**config.mk**
```make
export PLATFORM = sky130hd
export DESIGN_NAME = mul_share_arbiter
export DESIGN_NICKNAME = d
export VERILOG_FILES = /design/src/rtl/mul_share_arbiter.sv
export SDC_FILE = /design/constraint.sdc
export NUM_CORES = 1
export LEC_CHECK = 0
export ABC_AREA = 0
export CAP_MARGIN = 20
export CORE_ASPECT_RATIO = 1.5
export CORE_MARGIN = 1
export CORE_UTILIZATION = 35
export DETAILED_ROUTE_END_ITERATION = 16
export DONT_BUFFER_PORTS = 1
export GPL_ROUTABILITY_DRIVEN = 0
export PLACE_DENSITY = 0.46
export SETUP_SLACK_MARGIN = 0.3
export SYNTH_ARGS = -nofsm -noshare
export SYNTH_HDL_FRONTEND = slang
export SYNTH_SLANG_ARGS = --single-unit
```
**constraint.sdc**
```tcl
create_clock -name clk -period 2.15 [get_ports clk]
set_input_delay 0.215 -clock clk [delete_from_list [all_inputs] [get_ports clk]]
set_output_delay 0.215 -clock clk [all_outputs]
set_load 0.01 [all_outputs]
```
**src/rtl/mul_share_arbiter.sv**
```systemverilog
// Round-robin front end that time-shares one pipelined signed multiplier between NREQ requesters.
// Requester IDs ride a tag pipeline so that each product comes back to its owner at a fixed latency.
module mul_share_arbiter #(
    parameter int unsigned NREQ      = 4,
    parameter int unsigned INPUTSIZE = 4,
    parameter int unsigned LATENCY   = 4,
    localparam int unsigned IDW      = $clog2(NREQ)
) (
    input  logic                      clk,
    input  logic                      rst_n,
    input  logic                      en,
    input  logic [NREQ-1:0]           req_valid,
    input  logic [NREQ*INPUTSIZE-1:0] req_a,
    input  logic [NREQ*INPUTSIZE-1:0] req_b,
    output logic [NREQ-1:0]           req_ready,
    output logic [INPUTSIZE-1:0]      mul_a,
    output logic [INPUTSIZE-1:0]      mul_b,
    input  logic [2*INPUTSIZE-1:0]    mul_res,
    output logic [NREQ-1:0]           rsp_valid,
    output logic [2*INPUTSIZE-1:0]    rsp_data,
    output logic [IDW-1:0]            rsp_id,
    output logic                      busy
);

    logic [IDW-1:0]         ptr_q;
    logic [IDW-1:0]         cand;
    logic [IDW-1:0]         grant_id;
    logic                   grant_found;
    logic                   accept;
    logic [NREQ-1:0]        grant;

    logic [INPUTSIZE-1:0]   mul_a_q;
    logic [INPUTSIZE-1:0]   mul_b_q;
    // One stage beyond LATENCY: the operand register sits in front of the multiplier's own stages.
    logic [LATENCY:0]       tag_vld_q;
    logic [IDW-1:0]         tag_id_q [LATENCY+1];

    logic [NREQ-1:0]        rsp_valid_q;
    logic [2*INPUTSIZE-1:0] rsp_data_q;
    logic [IDW-1:0]         rsp_id_q;

    // Search from ptr+1 upward, wrapping, so the last winner has lowest priority.
    always_comb begin
        grant_found = 1'b0;
        grant_id    = '0;
        cand        = '0;
        for (int unsigned off = 1; off <= NREQ; off++) begin
            cand = IDW'((32'(ptr_q) + off) % NREQ);
            if (!grant_found && req_valid[cand]) begin
                grant_found = 1'b1;
                grant_id    = cand;
            end
        end
    end

    assign accept = en & rst_n & grant_found;

    always_comb begin
        grant = '0;
        if (accept) begin
            grant[grant_id] = 1'b1;
        end
    end

    always_ff @(posedge clk or negedge rst_n) begin
        if (!rst_n) begin
            ptr_q       <= IDW'(NREQ - 1);
            mul_a_q     <= '0;
            mul_b_q     <= '0;
            tag_vld_q   <= '0;
            for (int unsigned k = 0; k <= LATENCY; k++) begin
                tag_id_q[k] <= '0;
            end
            rsp_valid_q <= '0;
            rsp_data_q  <= '0;
            rsp_id_q    <= '0;
        end else begin
            if (accept) begin
                mul_a_q <= req_a[grant_id*INPUTSIZE +: INPUTSIZE];
                mul_b_q <= req_b[grant_id*INPUTSIZE +: INPUTSIZE];
                ptr_q   <= grant_id;
            end else begin
                mul_a_q <= '0;
                mul_b_q <= '0;
            end

            tag_vld_q[0] <= accept;
            tag_id_q[0]  <= grant_id;
            for (int unsigned k = 1; k <= LATENCY; k++) begin
                tag_vld_q[k] <= tag_vld_q[k-1];
                tag_id_q[k]  <= tag_id_q[k-1];
            end

            // mul_res is only meaningful when the aligned tag is valid; otherwise hold.
            if (tag_vld_q[LATENCY]) begin
                rsp_valid_q <= NREQ'(1) << tag_id_q[LATENCY];
                rsp_data_q  <= mul_res;
                rsp_id_q    <= tag_id_q[LATENCY];
            end else begin
                rsp_valid_q <= '0;
            end
        end
    end

    assign req_ready = grant;
    assign mul_a     = mul_a_q;
    assign mul_b     = mul_b_q;
    assign rsp_valid = rsp_valid_q;
    assign rsp_data  = rsp_data_q;
    assign rsp_id    = rsp_id_q;
    assign busy      = (|tag_vld_q) | (|rsp_valid_q);

endmodule
```
==> results of run 1 <==
==> layout by cell type (no fill, tap or decap), types with 2 or more instances in the layout <==
cell type  count
dfrtp_1       37
mux2i_1       16
mux2_2         9
o22ai_1        8
clkbuf_8       6
nor2_1         4
o21ai_0        3
nand2_1        3
o21a_1         2
nor3_1         2
nor2_2         2
inv_1          2
dfstp_2        2
==> worst paths after layout <==
path	end	slack (ns)
max	req_ready[0]	0.34
min	rsp_data[7]$_DFFE_PN0P_	0.08
max reg2reg	mul_a[2]$_DFF_PN0_	0.45
min reg2reg	tag_id_q[2]$_DFF_PN0_	0.35
max in group asynchronous	ptr_q[1]$_DFFE_PN1P_	1.51
min in group asynchronous	rsp_id[0]$_DFFE_PN0P_	0.39
==> state kept, by name, summed over array words and instances, names as in the netlist <==
name	cells
tag_id_q	10
rsp_data	8
tag_vld_q	5
mul_a	4
mul_b	4
rsp_valid	4
ptr_q	2
rsp_id	2
==> what timing repair did <==
item                       in CTS  in global routing
setup endpoints to repair       4                  9
cloned                          0                  0
hold endpoints to repair       39                  0
pin swaps                       1                  2
resized for setup               6                  3
hold buffers                    2                  0
==> power by group <==
part           internal [mW]  switching [mW]
clock network          0.375           0.240
registers              0.855          0.0973
logic                  0.136           0.134
total                   1.37           0.471
==> layout make-up <==
class                           instances  area, um^2
Multi-Input combinational cell         71         586
Tap cell                               46        57.6
Inverter                                2        7.51
Clock inverter                          2        35.0
Sequential cell                        39         978
Timing Repair Buffer                    3        37.5
Fill cell                             401        2500
Clock buffer                            6        82.6
==> metal layers <==
metal,track usage,vias up,part of all wire
li1,-,423,-
met1,0.138,451,0.37
met2,0.222,46,0.55
met3,0.0493,4,0.064
met4,0.0576,0,0.013
met5,0,-,0
==> cells by family after synthesis <==
kind of cell / Yosys count
flops: 39
buf+inv: 6
mux: 25
compound gates: 20
simple gates: 26
==> critical path, cell delays in order (launching register included) <==
cell and delay (ns):
dfstp_2 0.54, and2b_1 0.21, o221a_1 0.25, nand2b_4 0.17
nor2_2 0.14
==> flow_summary.json, run 1 <==
{
  "outcome": "finished with violations",
  "violations": "DRC",
  "clk_pin_slew_ns": 0.07,
  "slew_violations": 0,
  "cts_root_buf": "clkbuf_8",
  "synth-seq-area-share": 0.620,
  "cts_tree": "built",
  "grt_first_pass_wirelength_um": 4590,
  "synth-xor-area-share": 0,
  "synth_warnings": 0,
  "synthCells": 116,
  "finalCritPeriodShare": 0.843,
  "total_power_mw": 1.84,
  "rsz0062_at_grt": "true",
  "syn_area_per_cell_um2": 13.6,
  "synth-edff-count": 0,
  "finalHoldViolations": 0,
  "die-area_um2": 4790,
  "core_um2": 4280,
  "dp_hpwl_um": 2040,
  "synth_top_family_by_area": "multiplexers",
  "synth-simple-area-share": 0.0895,
  "synth_commonest_cells": "dfrtp_1 (37), mux2i_1 (16), mux2_2 (9)",
  "synth_ff_type": "dfrtp_1",
  "rr_startpoint": "ptr_q[0]$_DFFE_PN1P_",
  "whs_ns": 0.0824,
  "hold_class": "input pin to flop",
  "synth_cell_types": 31,
  "placed_cells": 159,
  "cts_made_buffers": 5,
  "yosysTopAreaCellShare": 0.586,
  "syn_nets": 163,
  "yosys.area_share.adder": 0,
  "grt_usage": 0.129,
  "fin_util": 0.417,
  "synthTopCellsByArea": "dfrtp_1 (59%), mux2i_1 (10%), mux2_2 (6.4%), dfstp_2 (3.3%), o22ai_1 (3.2%)",
  "htreeDepth": 2,
  "arrival_ns": 1.60,
  "final.min_clock_period_ns": 1.81,
  "setup-violations-final": 0,
  "crit_type": "flop to output port",
  "placementRows": 29,
  "drive_above_1_share": 0.252,
  "cp-startpoint": "ptr_q[0]$_DFFE_PN1P_",
  "syn2layout_area_growth_pct": 13.0,
  "worstMarginPinSlew_ns": 0.505,
  "drtAntennaViolNets": 0,
  "fin_area_um2": 1780,
  "syn-cell-area_um2": 1580,
  "r2r_cells": 4,
  "wirelength_um": 2850,
  "worst_clock_skew_ns": 0.00580,
  "wl_per_cell_um": 16.9,
  "cellPowerDensity_nw_per_um2": 1030,
  "max_freq_mhz": 552,
  "yosysMostFrequentCell": "dfrtp_1",
  "yosys.area.top_type": "dfrtp_1",
  "maxCapViolations": 0,
  "layout.cells.non_filler": 169,
  "path_max_fanout": 3,
  "drt_iter0_markers": 25,
  "crit_path_start_kind": "flop",
  "layout_setup_ws_ns": 0.338,
  "n_antenna_cell": 0,
  "start_util": 0.369,
  "ir_drop_mv": 0.463,
  "relSlewSlack": 0.664,
  "synth-compound-area-share": 0.0959,
  "grt_pass1_vias": 969,
  "vias_per_cell": 5.47,
  "hold_depth": 1,
  "post_dp_cell_area_um2": 1610,
  "async_flop_share": 1.00,
  "fin_tns_setup_ns": 0,
  "grt_max_degree": 40,
  "die_x_um": 56.8,
  "cts_sinks": 39,
  "drt-pass1-iter-count": 9,
  "clock_latency_ns": 0.28,
  "via_count": 924,
  "power_leakage_nw": 0.813,
  "die_y_um": 84.3,
  "antenna_found_initial": 0,
  "postCtsSetupRepairBufs": 0,
  "synth_seq_cells": 39,
  "ios": 74,
  "crit_required_ns": 1.93,
  "layout.nets": 169,
  "overflow": 0,
  "critPathCaptureType": "output port",
  "synthMuxAreaShare": 0.166,
  "dp_slack_ns": 0.324,
  "drc": 7,
  "io_buffers": 0,
  "hp-start": "mul_res[7]",
  "cts_buffer_depth": 2
}
No activity file was read; power rests on OpenSTA's default activity.
==> inputs of run 2 (changes only) <==
Settings changed: PLACE_DENSITY 0.46 to 0.48.
Clock period 2.15 ns to 1.55 ns, I/O delays scaled along.
==> run 2 against run 1 <==
  * Sequential share of layout area fell by 3.3 points
  * Combinational power rose by 77%
  * Largest power group unchanged
  * Count of clock-buffer cells in the layout fell by 1
  * The flow finishes with violations (DRC, setup timing)
  * Routed wire length rose by 5.8%
==> flow_summary.json, run 2 (same netlist as run 1, synthesis figures left out) <==
{
  "cellPowerDensity_nw_per_um2": 1390,
  "path_max_fanout": 3,
  "violations": "DRC, setup timing",
  "hold_class": "input pin to flop",
  "clock_latency_ns": 0.29,
  "fin_util": 0.444,
  "wirelength_um": 3010,
  "cts_tree": "built",
  "crit_path_start_kind": "flop",
  "htreeDepth": 2,
  "cts_buffer_depth": 2,
  "critPathCaptureType": "output port",
  "outcome": "finished with violations",
  "maxCapViolations": 0,
  "finalHoldViolations": 0,
  "grt_usage": 0.134,
  "overflow": 0,
  "syn2layout_area_growth_pct": 20.4,
  "layout.nets": 177,
  "final.min_clock_period_ns": 1.74,
  "rsz0062_at_grt": "true",
  "setup-violations-final": 12,
  "drt_iter0_markers": 32,
  "ios": 74,
  "crit_type": "flop to output port",
  "worstMarginPinSlew_ns": 0.494,
  "total_power_mw": 2.64,
  "vias_per_cell": 5.50,
  "worst_clock_skew_ns": 0.00646,
  "layout_setup_ws_ns": -0.189,
  "worstPathCellList": "and2b_1 > o221a_4 > nand2b_4 > nor2b_4",
  "die_x_um": 56.8,
  "slowest_stage": "dfstp_2",
  "power_leakage_nw": 0.864,
  "slew_violations": 0,
  "start_util": 0.369,
  "drt-pass1-iter-count": 10,
  "worstPathBufferInverterCount": 0,
  "relSlewSlack": 0.667,
  "fin_tns_setup_ns": -1.56,
  "grt_first_pass_wirelength_um": 4840,
  "drc": 12,
  "top_register": "tag_id_q",
  "placed_cells": 161,
  "cts_sinks": 39,
  "dp_hpwl_um": 2070,
  "crit_required_ns": 1.39,
  "layout.cells.non_filler": 177,
  "die-area_um2": 4790,
  "n_antenna_cell": 0,
  "arrival_ns": 1.58,
  "grt_pass1_vias": 1069,
  "die_y_um": 84.3,
  "post_dp_cell_area_um2": 1640,
  "cts_made_buffers": 5,
  "mostFrequentLayoutCells": "dfrtp_1 (36), mux2i_1 (16), mux2_2 (9), o22ai_1 (8), buf_4 (6)",
  "drtAntennaViolNets": 0,
  "core_um2": 4280,
  "finalCritPeriodShare": 1.12,
  "cpLargestDelayFamily": "flip-flops",
  "clk_pin_slew_ns": 0.08,
  "wl_per_cell_um": 17.0,
  "nFillCells": 413,
  "antenna_found_initial": 0,
  "io_buffers": 0,
  "ir_drop_mv": 0.652,
  "via_count": 974,
  "layout.cells.most_common": "dfrtp_1",
  "cts_root_buf": "clkbuf_8",
  "placementRows": 29,
  "fin_area_um2": 1900,
  "max_freq_mhz": 575,
  "drive_above_1_share": 0.313,
  "largest_reg_flops": 10,
  "critPathMaxStageDelay_ns": 0.53,
  "grt_max_degree": 40
}
==> run 2: path summary, 6_finish.rpt <==
path | to | cells after the start | startpoint | slack [ns]
min in group asynchronous | rsp_valid[3]$_DFF_PN0_ | 2 | rst_n | 0.31
min | rsp_data[6]$_DFFE_PN0P_ | 1 | mul_res[6] | 0.01
min reg2reg | tag_id_q[3]$_DFF_PN0_ | 0 | tag_id_q[5]$_DFF_PN0_ | 0.35
max in group asynchronous | ptr_q[0]$_DFFE_PN1P_ | 2 | rst_n | 0.98
max | req_ready[1] | 4 | ptr_q[0]$_DFFE_PN1P_ | -0.19
max reg2reg | mul_b[3]$_DFF_PN0_ | 6 | ptr_q[0]$_DFFE_PN1P_ | -0.13
==> run 2: repair_timing <==
action,CTS,global route
resized for setup,12,2
endpoints found under the setup margin,17,17
pin swaps,5,1
hold buffers,2,1
buffers inserted,4,1
endpoints found under the hold margin,39,1
==> run 2: worst reg2reg max path, delay by kind of cell, from the launching register on <==
family	cells	cell delay [ns]
AO/OA/AOI/OAI	2	0.34
buffers and inverters	2	0.29
flip-flops	1	0.53
multiplexers	1	0.17
AND/OR/NAND/NOR	1	0.22
==> run 2: area by class of cell <==
class | instances | area [um^2] | area share
Multi-Input combinational cell | 71 | 624 | 0.329
Clock inverter | 3 | 46.3 | 0.0244
Tap cell | 46 | 57.6 | 0.0303
Sequential cell | 39 | 980 | 0.515
Timing Repair Buffer | 11 | 116 | 0.0612
Inverter | 2 | 7.51 | 0.00395
Clock buffer | 5 | 68.8 | 0.0362
==> run 2: metrics by stage <==
stage / setup slack [ns] / hold WS, ns
global placement: -0.0459 / -0.140
finish: -0.189 / 0.0136
floorplan: 0.00659 / -0.141
global route: -0.257 / 0.000640
CTS: -0.188 / 0.00126
detailed placement: -0.0859 / -0.140
==> run 2: layer usage <==
layer,vias up,share of wire,track usage,routed length (um)
li1,438,-,-,-
met1,482,0.37,0.141,1120
met2,50,0.55,0.237,1650
met3,4,0.070,0.0508,211
met4,0,0.011,0.0510,34
met5,-,0,0,0
==> run 2: where the power goes <==
part           leakage, nW  internal, mW  switching, mW  total [mW]
Sequential           0.482          1.19          0.132        1.32
Clock               0.0548         0.485          0.363       0.848
Combinational        0.327         0.256          0.223       0.478
Total                0.864          1.93          0.718        2.64
==> inputs of run 3 (changes only) <==
Clock period 1.55 ns to 1.45 ns, I/O delays scaled along.
==> run 3 against run 2 <==
  * Critical endpoint unchanged
  * Die area stayed put
  * Largest power group unchanged
  * Via count is 1.3% higher
  * Highest routed layer unchanged
  * Utilization is 0.35 points higher
  * The run still ends with DRC, setup timing left
==> flow_summary.json, run 3 (same netlist as run 1, synthesis figures left out) <==
{
  "dp_hpwl_um": 1960,
  "finalHoldViolations": 0,
  "worst_clock_skew_ns": 0.00549,
  "relSlewSlack": 0.716,
  "cts_buffer_depth": 2,
  "layout.nets": 182,
  "top_layer": "met4",
  "setup-violations-final": 12,
  "post_dp_cell_area_um2": 1660,
  "n_antenna_cell": 0,
  "maxCapViolations": 0,
  "grt_usage": 0.126,
  "critPathCaptureType": "output port",
  "power_leakage_nw": 0.867,
  "clk_pin_slew_ns": 0.08,
  "cts_made_buffers": 5,
  "dp_slack_ns": -0.108,
  "syn2layout_area_growth_pct": 21.3,
  "hp-start": "mul_res[2]",
  "grt_pass1_vias": 917,
  "slowest_stage": "dfstp_2",
  "path_max_fanout": 3,
  "wirelength_um": 2930,
  "placementRows": 29,
  "worstMarginPinSlew_ns": 0.421,
  "via_count": 987,
  "drtAntennaViolNets": 0,
  "fin_tns_setup_ns": -2.70,
  "arrival_ns": 1.58,
  "io_buffers": 0,
  "die-area_um2": 4790,
  "vias_per_cell": 5.42,
  "critPathMaxStageDelay_ns": 0.54,
  "cellPowerDensity_nw_per_um2": 1350,
  "drt-pass1-iter-count": 9,
  "cts_tree": "built",
  "wl_per_cell_um": 16.1,
  "htreeDepth": 2,
  "start_util": 0.369,
  "drive_above_1_share": 0.301,
  "grt_max_degree": 40,
  "antenna_found_initial": 0,
  "mostFrequentLayoutCells": "dfrtp_1 (36), mux2i_1 (15), mux2_2 (9), o22ai_1 (8), dlygate4sd3_1 (8)",
  "violations": "DRC, setup timing",
  "cts_sinks": 39,
  "crit_type": "flop to output port",
  "finalCritPeriodShare": 1.19,
  "die_x_um": 56.8,
  "dr_wl_met3_um": 270,
  "wl_met2_um": 1490,
  "cts_root_buf": "clkbuf_8",
  "clock_latency_ns": 0.28,
  "cp-startpoint": "ptr_q[0]$_DFFE_PN1P_",
  "layout_setup_ws_ns": -0.279,
  "drc": 11,
  "drt_iter0_markers": 31,
  "final.min_clock_period_ns": 1.73,
  "worstPathCellList": "and2b_1 > o221a_1 > nand2b_4 > nor2b_4",
  "hold_class": "input pin to flop",
  "drt-met1-wl_um": 1120,
  "rr_startpoint": "ptr_q[0]$_DFFE_PN1P_",
  "die_y_um": 84.3,
  "slew_violations": 0,
  "core_um2": 4280,
  "top_register": "tag_id_q",
  "ir_drop_mv": 0.596,
  "ios": 74,
  "grt_first_pass_wirelength_um": 4510,
  "rsz0062_at_grt": "true",
  "crit_path_start_kind": "flop",
  "max_freq_mhz": 578,
  "layout.cells.most_common": "dfrtp_1",
  "largest_reg_flops": 10,
  "fin_area_um2": 1920,
  "outcome": "finished with violations",
  "overflow": 0,
  "crit_required_ns": 1.31
}
==> run 3: changes by cell type in the layout (fill, tap and decap cells not counted), sizes merged <==
cell,change
inv,-1
clkinv,+3
buf,-1
dlygate4sd3,+6
clkinvlp,-1
bufinv,-1
==> run 3: metrics by stage <==
step / util / cells / power [mW] / hold slack (ns)
floorplan: - / 116 / 1.75 / -0.151
global placement: 0.387 / 163 / 1.82 / -0.150
detailed placement: 0.387 / 163 / 1.83 / -0.150
CTS: 0.425 / 177 / 2.60 / 0.00000738
global route: 0.447 / 182 / 2.76 / 0.00597
finish: 0.447 / 182 / 2.60 / 0.0192
==> run 3: per-layer routing <==
layer / track usage / vias to the layer above
li1: - / 448
met1: 0.154 / 487
met2: 0.199 / 46
met3: 0.0478 / 6
met4: 0.0532 / 0
met5: 0 / -
==> run 3: path summary, 6_finish.rpt <==
kind                                      endpoint  slack (ns)  depth (start not counted)
max in group asynchronous     ptr_q[1]$_DFFE_PN1P_        0.88                          2
max reg2reg                     mul_a[0]$_DFF_PN0_       -0.24                          6
min reg2reg                  tag_id_q[3]$_DFF_PN0_        0.35                          0
min                        rsp_data[2]$_DFFE_PN0P_        0.02                          1
min in group asynchronous  rsp_data[6]$_DFFE_PN0P_        0.32                          2
max                                   req_ready[1]       -0.28                          4
==> run 3: power by group <==
part	internal, mW	total (mW)	switching [mW]
clock network	0.329	0.690	0.361
registers	1.27	1.41	0.137
logic	0.273	0.500	0.227
total	1.87	2.60	0.725
==> run 3: what timing repair did <==
item                                    CTS  global route
setup buffers                             2             0
endpoints found under the setup margin   26            17
hold endpoints to repair                 41             5
resized for setup                         4             9
hold buffers                              4             5
pin swaps                                 3             3
==> run 3: cell type report <==
class / count / area [um^2]
Fill cell: 410 / 2370
Sequential cell: 39 / 980
Multi-Input combinational cell: 71 / 618
Timing Repair Buffer: 16 / 169
Clock buffer: 5 / 68.8
Tap cell: 46 / 57.6
Clock inverter: 3 / 15.0
Inverter: 2 / 7.51
==> run 3: critical path: cells and delay by family, from the launching register on <==
kind               cells  cell delay [ns]
DFF                    1             0.54
and+or+nand+nor        3             0.53
AOI/OAI and AO/OA      1             0.24
